### src/rtl/prng_multi_lane_pkg.sv
// Shared types and lane-slicing helpers for the multi-lane PRNG.
package prng_multi_lane_pkg;

  typedef enum logic [1:0] {
    IDLE = 2'd0,
    RUN  = 2'd1,
    DONE = 2'd2
  } st_prng_ml_state;

  // Low bit index of lane k inside the packed output word.
  function automatic int lane_lo(input int k, input int width);
    return k * width;
  endfunction

  // High bit index of lane k inside the packed output word.
  function automatic int lane_hi(input int k, input int width);
    return (k * width) + width - 1;
  endfunction

endpackage

### src/rtl/prng_multi_lane_lane.sv
// One Fibonacci LFSR lane: stored seed and taps plus the live state.
// A zero seed is replaced by 1 so the register can never lock up at zero.
module lfsr_lane #(
  parameter int                    DATA_WIDTH   = 49,
  parameter logic [DATA_WIDTH-1:0] DEFAULT_TAPS = DATA_WIDTH'(49'h1_0080_0000_0000)
) (
  input  logic                  clk,
  input  logic                  rst,
  input  logic                  cfg_we,
  input  logic [DATA_WIDTH-1:0] cfg_seed,
  input  logic [DATA_WIDTH-1:0] cfg_taps,
  input  logic                  reload,
  input  logic                  step,
  output logic [DATA_WIDTH-1:0] word
);

  logic [DATA_WIDTH-1:0] seed;
  logic [DATA_WIDTH-1:0] taps;
  logic [DATA_WIDTH-1:0] data_p0;
  logic [DATA_WIDTH-1:0] seed_fix;
  logic [DATA_WIDTH-1:0] next_word;

  assign seed_fix  = (cfg_seed == '0) ? DATA_WIDTH'(1) : cfg_seed;
  assign next_word = {data_p0[DATA_WIDTH-2:0], ^(data_p0 & taps)};
  assign word      = data_p0;

  // Seed/taps storage and live state: reload beats config beats step.
  always_ff @(posedge clk or posedge rst) begin
    if (rst) begin
      seed    <= DATA_WIDTH'(1);
      taps    <= DEFAULT_TAPS;
      data_p0 <= DATA_WIDTH'(1);
    end else if (reload) begin
      data_p0 <= seed;
    end else if (cfg_we) begin
      seed    <= seed_fix;
      taps    <= cfg_taps;
      data_p0 <= seed_fix;
    end else if (step) begin
      data_p0 <= next_word;
    end
  end

endmodule

### src/rtl/prng_multi_lane.sv
// Multi-lane PRNG: NUM_LANES independent LFSRs stepping together behind a
// valid/ready handshake, terminated by a stop code on lane 0 or a word limit.
module prng_multi_lane
  import prng_multi_lane_pkg::*;
#(
  parameter int                    DATA_WIDTH   = 49,
  parameter int                    NUM_LANES    = 4,
  parameter int                    CNT_WIDTH    = 16,
  parameter logic [DATA_WIDTH-1:0] DEFAULT_TAPS = DATA_WIDTH'(49'h1_0080_0000_0000),
  parameter int                    LANE_W       = (NUM_LANES > 1) ? $clog2(NUM_LANES) : 1
) (
  input  logic                            i_clk,
  input  logic                            i_rst,
  input  logic                            i_cfg_vld,
  input  logic [LANE_W-1:0]               i_cfg_lane,
  input  logic [DATA_WIDTH-1:0]           i_cfg_seed,
  input  logic [DATA_WIDTH-1:0]           i_cfg_taps,
  input  logic                            i_start,
  input  logic                            i_clear,
  input  logic [DATA_WIDTH-1:0]           i_stop_code,
  input  logic [CNT_WIDTH-1:0]            i_max_cnt,
  input  logic                            i_rdy,
  output logic                            o_vld,
  output logic [NUM_LANES*DATA_WIDTH-1:0] o_data,
  output logic [CNT_WIDTH-1:0]            o_cnt,
  output logic                            o_done
);

  st_prng_ml_state state, state_nxt;

  logic [NUM_LANES*DATA_WIDTH-1:0] data_p0;
  logic [CNT_WIDTH-1:0]            cnt;
  logic [CNT_WIDTH-1:0]            cnt_inc;
  logic                            vld_p0;
  logic                            accept;
  logic                            stop_hit;
  logic                            max_hit;
  logic                            term;
  logic                            cfg_hit;

  assign accept   = vld_p0 & i_rdy;
  assign cnt_inc  = cnt + CNT_WIDTH'(1);
  assign stop_hit = (data_p0[DATA_WIDTH-1:0] == i_stop_code);
  assign max_hit  = (i_max_cnt != '0) && (cnt_inc == i_max_cnt);
  assign term     = accept & (stop_hit | max_hit);
  assign cfg_hit  = i_cfg_vld && (state == IDLE) && !i_clear &&
                    ({{(32-LANE_W){1'b0}}, i_cfg_lane} < 32'(NUM_LANES));

  for (genvar k = 0; k < NUM_LANES; k++) begin : g_lane
    lfsr_lane #(
      .DATA_WIDTH  (DATA_WIDTH),
      .DEFAULT_TAPS(DEFAULT_TAPS)
    ) u_lane (
      .clk     (i_clk),
      .rst     (i_rst),
      .cfg_we  (cfg_hit && (i_cfg_lane == LANE_W'(k))),
      .cfg_seed(i_cfg_seed),
      .cfg_taps(i_cfg_taps),
      .reload  (i_clear),
      .step    (accept),
      .word    (data_p0[lane_hi(k, DATA_WIDTH):lane_lo(k, DATA_WIDTH)])
    );
  end

  // State register.
  always_ff @(posedge i_clk or posedge i_rst) begin
    if (i_rst) state <= IDLE;
    else       state <= state_nxt;
  end

  // Next-state logic: clear dominates start and every other transition.
  always_comb begin
    state_nxt = state;
    if (i_clear) begin
      state_nxt = IDLE;
    end else begin
      case (state)
        IDLE:    if (i_start) state_nxt = RUN;
        RUN:     if (term)    state_nxt = DONE;
        DONE:    state_nxt = DONE;
        default: state_nxt = IDLE;
      endcase
    end
  end

  // Output decode: valid exactly in RUN, done exactly in DONE.
  always_comb begin
    vld_p0 = 1'b0;
    o_done = 1'b0;
    case (state)
      RUN:     vld_p0 = 1'b1;
      DONE:    o_done = 1'b1;
      default: ;
    endcase
  end

  // Accepted-word counter, saturating at all-ones.
  always_ff @(posedge i_clk or posedge i_rst) begin
    if (i_rst)                      cnt <= '0;
    else if (i_clear)               cnt <= '0;
    else if (accept && cnt != '1)   cnt <= cnt_inc;
  end

  assign o_vld  = vld_p0;
  assign o_data = data_p0;
  assign o_cnt  = cnt;

endmodule

### config.mk
export PLATFORM = sky130hd
export DESIGN_NAME = prng_multi_lane
export DESIGN_NICKNAME = d
export VERILOG_FILES = /design/src/rtl/prng_multi_lane_pkg.sv /design/src/rtl/prng_multi_lane_lane.sv /design/src/rtl/prng_multi_lane.sv
export SDC_FILE = /design/constraint.sdc
export NUM_CORES = 2
export LEC_CHECK = 0
export ABC_CLOCK_PERIOD_IN_PS = 27100
export BUFFER_PORTS_ARGS = -buffer_cell sky130_fd_sc_hd__buf_2
export CAP_MARGIN = 10
export CORE_ASPECT_RATIO = 0.5
export CORE_MARGIN = 5
export CORE_UTILIZATION = 60
export CTS_CLUSTER_SIZE = 14
export DETAILED_ROUTE_END_ITERATION = 8
export HOLD_SLACK_MARGIN = 0.12
export PLACE_DENSITY = 0.88
export SYNTH_ARGS = -nofsm -noshare
export SYNTH_HDL_FRONTEND = slang
export SYNTH_SLANG_ARGS = --single-unit
### constraint.sdc
create_clock -name i_clk -period 27.1 [get_ports i_clk]
set_input_delay 1.355 -clock i_clk [delete_from_list [all_inputs] [get_ports i_clk]]
set_output_delay 1.355 -clock i_clk [all_outputs]
set_load 0.005 [all_outputs]
==> flow_metrics.tcl <==
set metrics [dict create \
    status "finished clean" \
    yosysWarnings 0 \
    setup_ws_ns 23.10 \
    routed_wl_mm 105 \
    powerDensity_nw_per_um2 123 \
    place.gp.congestion 0.955 \
    num_vias 27600 \
    p_int_mw 2.47 \
    rr_startpoint "state[1]" \
    drv_cap 0 \
    endpoint_kind "register" \
    r2r_cells 10 \
    crit_type "input port to register" \
    synth-seq-cells 606 \
    tns_ns 0 \
    post_drt_via_cell_ratio 6.07 \
    hold_viol_final 0 \
    syn_inst 3573 \
    slew_headroom_pct 26.4 \
    crit_start "i_clear" \
    post_cts.repair.setup_buffers 0 \
    ys_seq_area_share_pct 52.3 \
    clockBufferDepth 3 \
    clk_pin_slew_worst_paths_ns 0.07 \
    slowest_delay_ns 0.85 \
    worstPathMaxFanout 102 \
    cp-start-kind "input port" \
    start_util_pct 60.2 \
    grt_antenna_before_repair 15 \
    timing.final.max_slew_violations 0 \
    async_flop_share_pct 100 \
    crit_slowest_cell "buf_4" \
    synth_edf_count 0 \
    final.period_utilization_pct 14.7 \
    syn_area_per_cell_um2 8.13 \
    cts.sinks 606 \
    drt_iter0_drc 4228 \
    cts_root_buf "clkbuf_16" \
    critPathArrivalTime_ns 4.50 \
    die_w_um 321 \
    grt_max_degree 173 \
    cp_cell_sequence "buf_8 -> inv_2 -> nand3_1 -> nor2_1 -> nand2_4 -> buf_4 -> nand2_1 -> a21oi_1 -> a21oi_1 -> o21ai_0" \
    pwr-share-comb_pct 38.1 \
    cts_tree "done" \
    first_pass_iters 7 \
    io_pins 385 \
    grt_pass1_vias 25500 \
    vdd_drop_max_uv 92.2 \
    die_h_um 166 \
    total_leakage_power_nw 16.4 \
    yosysUniqueCellTypes 54 \
    overflow 0 \
    cp.required_ns 27.60 \
    finalClockSkew_ns 0.0184 \
    crit_top_cell "a21oi_1" \
    r2r_setup_slack_ns 23.56 \
    cts_hold_buffers 0 \
    rows 57 \
    grt_pass1_wl_mm 154 \
    syn-num-nets 3748 \
    tightest_slew_ns 1.10 \
    nNetsFinal 4004 \
    power.share.switching_pct 38.9 \
    endpoint "g_lane[1].u_lane.word[10]" \
    place.port_buffers 384 \
    clkPwrFrac_pct 18.6 \
    core_area_um2 48200 \
    multi_input_area_um2 13100 \
    grt_usage_pct 38.5 \
    p_switching_mw 1.57 \
    wire_per_inst_um 23.2 \
    seq_power_share_pct 43.3 \
    die-area_um2 53200 \
    dp_slack_ns 22.64 \
    fin_crit_ns 4.00 \
    htree_levels 2 \
    insertion_delay_ns 0.60 \
    drc_errors 0 \
    cts-resized-gates 0 \
    rsz0062_at_grt "no" \
    drive_gt1_share_pct 13.2 \
    regToRegEndpoint "g_lane[2].u_lane.word[0]" \
    synthFlopType "dfrtp_1" \
    seq_area_um2 15200 \
    setup_viol 0 \
    min_path_type "register to register" \
    hpwl_mm 70.0 \
    syn2layout_area_growth_pct 13.4 \
    syn_area_um2 29000 \
    antenna_left 0 \
    numCtsBuffers 53 \
    fillerInstances 3615 \
    clock.fmax_mhz 250 \
]
[power by group through the flow]
stage / registers [mW] / clock network (mW) / logic, mW
detailed placement: 1.73 / 0 / 1.50
finish: 1.75 / 0.753 / 1.54
floorplan: 1.62 / 0 / 1.05
CTS: 1.73 / 0.747 / 1.52
global route: 1.78 / 0.792 / 1.68
global placement: 1.72 / 0 / 1.43
[per-layer routing]
metal	GRT usage [%]	part of all wire, %	vias up
li1	-	-	12000
met5	1.30	0.24	-
met1	46.9	34	13000
met4	30.3	9.9	18
met2	54.2	42	1877
met3	16.1	15	649
[how the worst min path moves through the flow]
| stage | from | end | slack (ns) | cells after the start |
|---|---|---|---|---|
| final | g_lane[1].u_lane.taps[39] | g_lane[1].u_lane.taps[39] | 0.47 | 2 |
| after global routing | g_lane[1].u_lane.taps[48] | g_lane[1].u_lane.taps[48] | 0.49 | 2 |
| after CTS | g_lane[1].u_lane.taps[39] | g_lane[1].u_lane.taps[39] | 0.46 | 2 |
| after detailed placement | g_lane[1].u_lane.taps[39] | g_lane[1].u_lane.taps[39] | 0.45 | 2 |
| after global placement | g_lane[1].u_lane.taps[39] | g_lane[1].u_lane.taps[39] | 0.45 | 2 |
| after floorplan | g_lane[1].u_lane.taps[39] | g_lane[1].u_lane.taps[39] | 0.44 | 2 |
[state kept, by name (all words and copies together) (netlist names)]
signal	flops
state	2
g_lane.u_lane.word	196
g_lane.u_lane.seed	196
g_lane.u_lane.taps	196
o_cnt	16
[final cells by class]
class,instances,area share [%]
antenna,19,0.144
clock buffer,93,4.88
clock inverter,4,0.179
inverter,6,0.0912
multi-input combinational,2759,39.7
sequential,606,46.1
tap,649,2.47
timing repair buffer,403,6.38
[worst max-delay path, delay by kind of cell]
family                 cells  cell delay, ns
buffers and inverters      3            1.46
AND/OR/NAND/NOR            4            1.04
AO/OA/AOI/OAI              3            0.56
[cells in the final DEF (no fill, tap or decap), types with 8 or more instances in the layout]
cell type  netlist  final
dfrtp_1        590    590
clkbuf_16        0     53
buf_2           44    383
nand2_1       1752   1750
o21ai_1         64     64
clkbuf_1       137     27
xnor2_1        166    166
buf_4            1     17
nand4_1         16     16
diode_2          0     19
nand3_1         16     15
dfstp_2         16     16
xnor3_1          8      8
o21ai_0        125    125
a21oi_1        370    370
clkbuf_8         0     13
nor3_1           9      9
nor4_1          27     27
xor2_1          94     94
nor2_1          41     37
[synthesized netlist by cell type, drive strengths merged, types with 2 or more instances]
library cell / number / area share, %
and3: 4 / 0.10
nand2b: 5 / 0.11
a22oi: 2 / 0.052
xnor2: 166 / 5.0
a211oi: 2 / 0.052
a21oi: 371 / 6.4
and4: 3 / 0.099
nor2: 41 / 0.53
clkbuf: 137 / 1.8
o21ai: 189 / 3.3
nor4: 28 / 0.66
ha: 4 / 0.17
dfrtp: 590 / 51
o211ai: 3 / 0.078
o2111ai: 2 / 0.060
xor2: 94 / 2.8
nand3: 17 / 0.31
a21o: 6 / 0.16
nor3: 11 / 0.22
dfstp: 16 / 1.4
nand2: 1752 / 23
nand4: 17 / 0.39
a211o: 4 / 0.12
mux2i: 4 / 0.14
a22o: 4 / 0.12
inv: 6 / 0.078
and2: 4 / 0.095
buf: 65 / 1.1
a31oi: 6 / 0.13
xnor3: 8 / 0.62
a41oi: 2 / 0.060
[metrics by stage]
step	power, mW	instances	utilization [%]	hold WS, ns	cell area (um^2)
global placement	3.14	4423	64.7	0.446	31200
finish	4.04	4539	68.3	0.466	32900
detailed placement	3.23	4423	64.7	0.449	31200
floorplan	2.67	3573	-	0.439	29000
CTS	3.99	4520	68.2	0.460	32900
global route	4.26	4521	68.2	0.487	32900
[logic make-up (layout without fill, tap and decap cells)]
kind of cell,Yosys count,after routing,share of synthesized area (%)
other cells,0,19,0
buf+inv,208,506,2.94
xor+xnor,268,268,8.46
flops,606,606,52.3
mux,4,4,0.138
compound gates,596,596,10.7
simple gates,1887,1887,25.3
fa+ha+maj,4,4,0.172
Note: power is estimated with default switching activity, not from simulation.
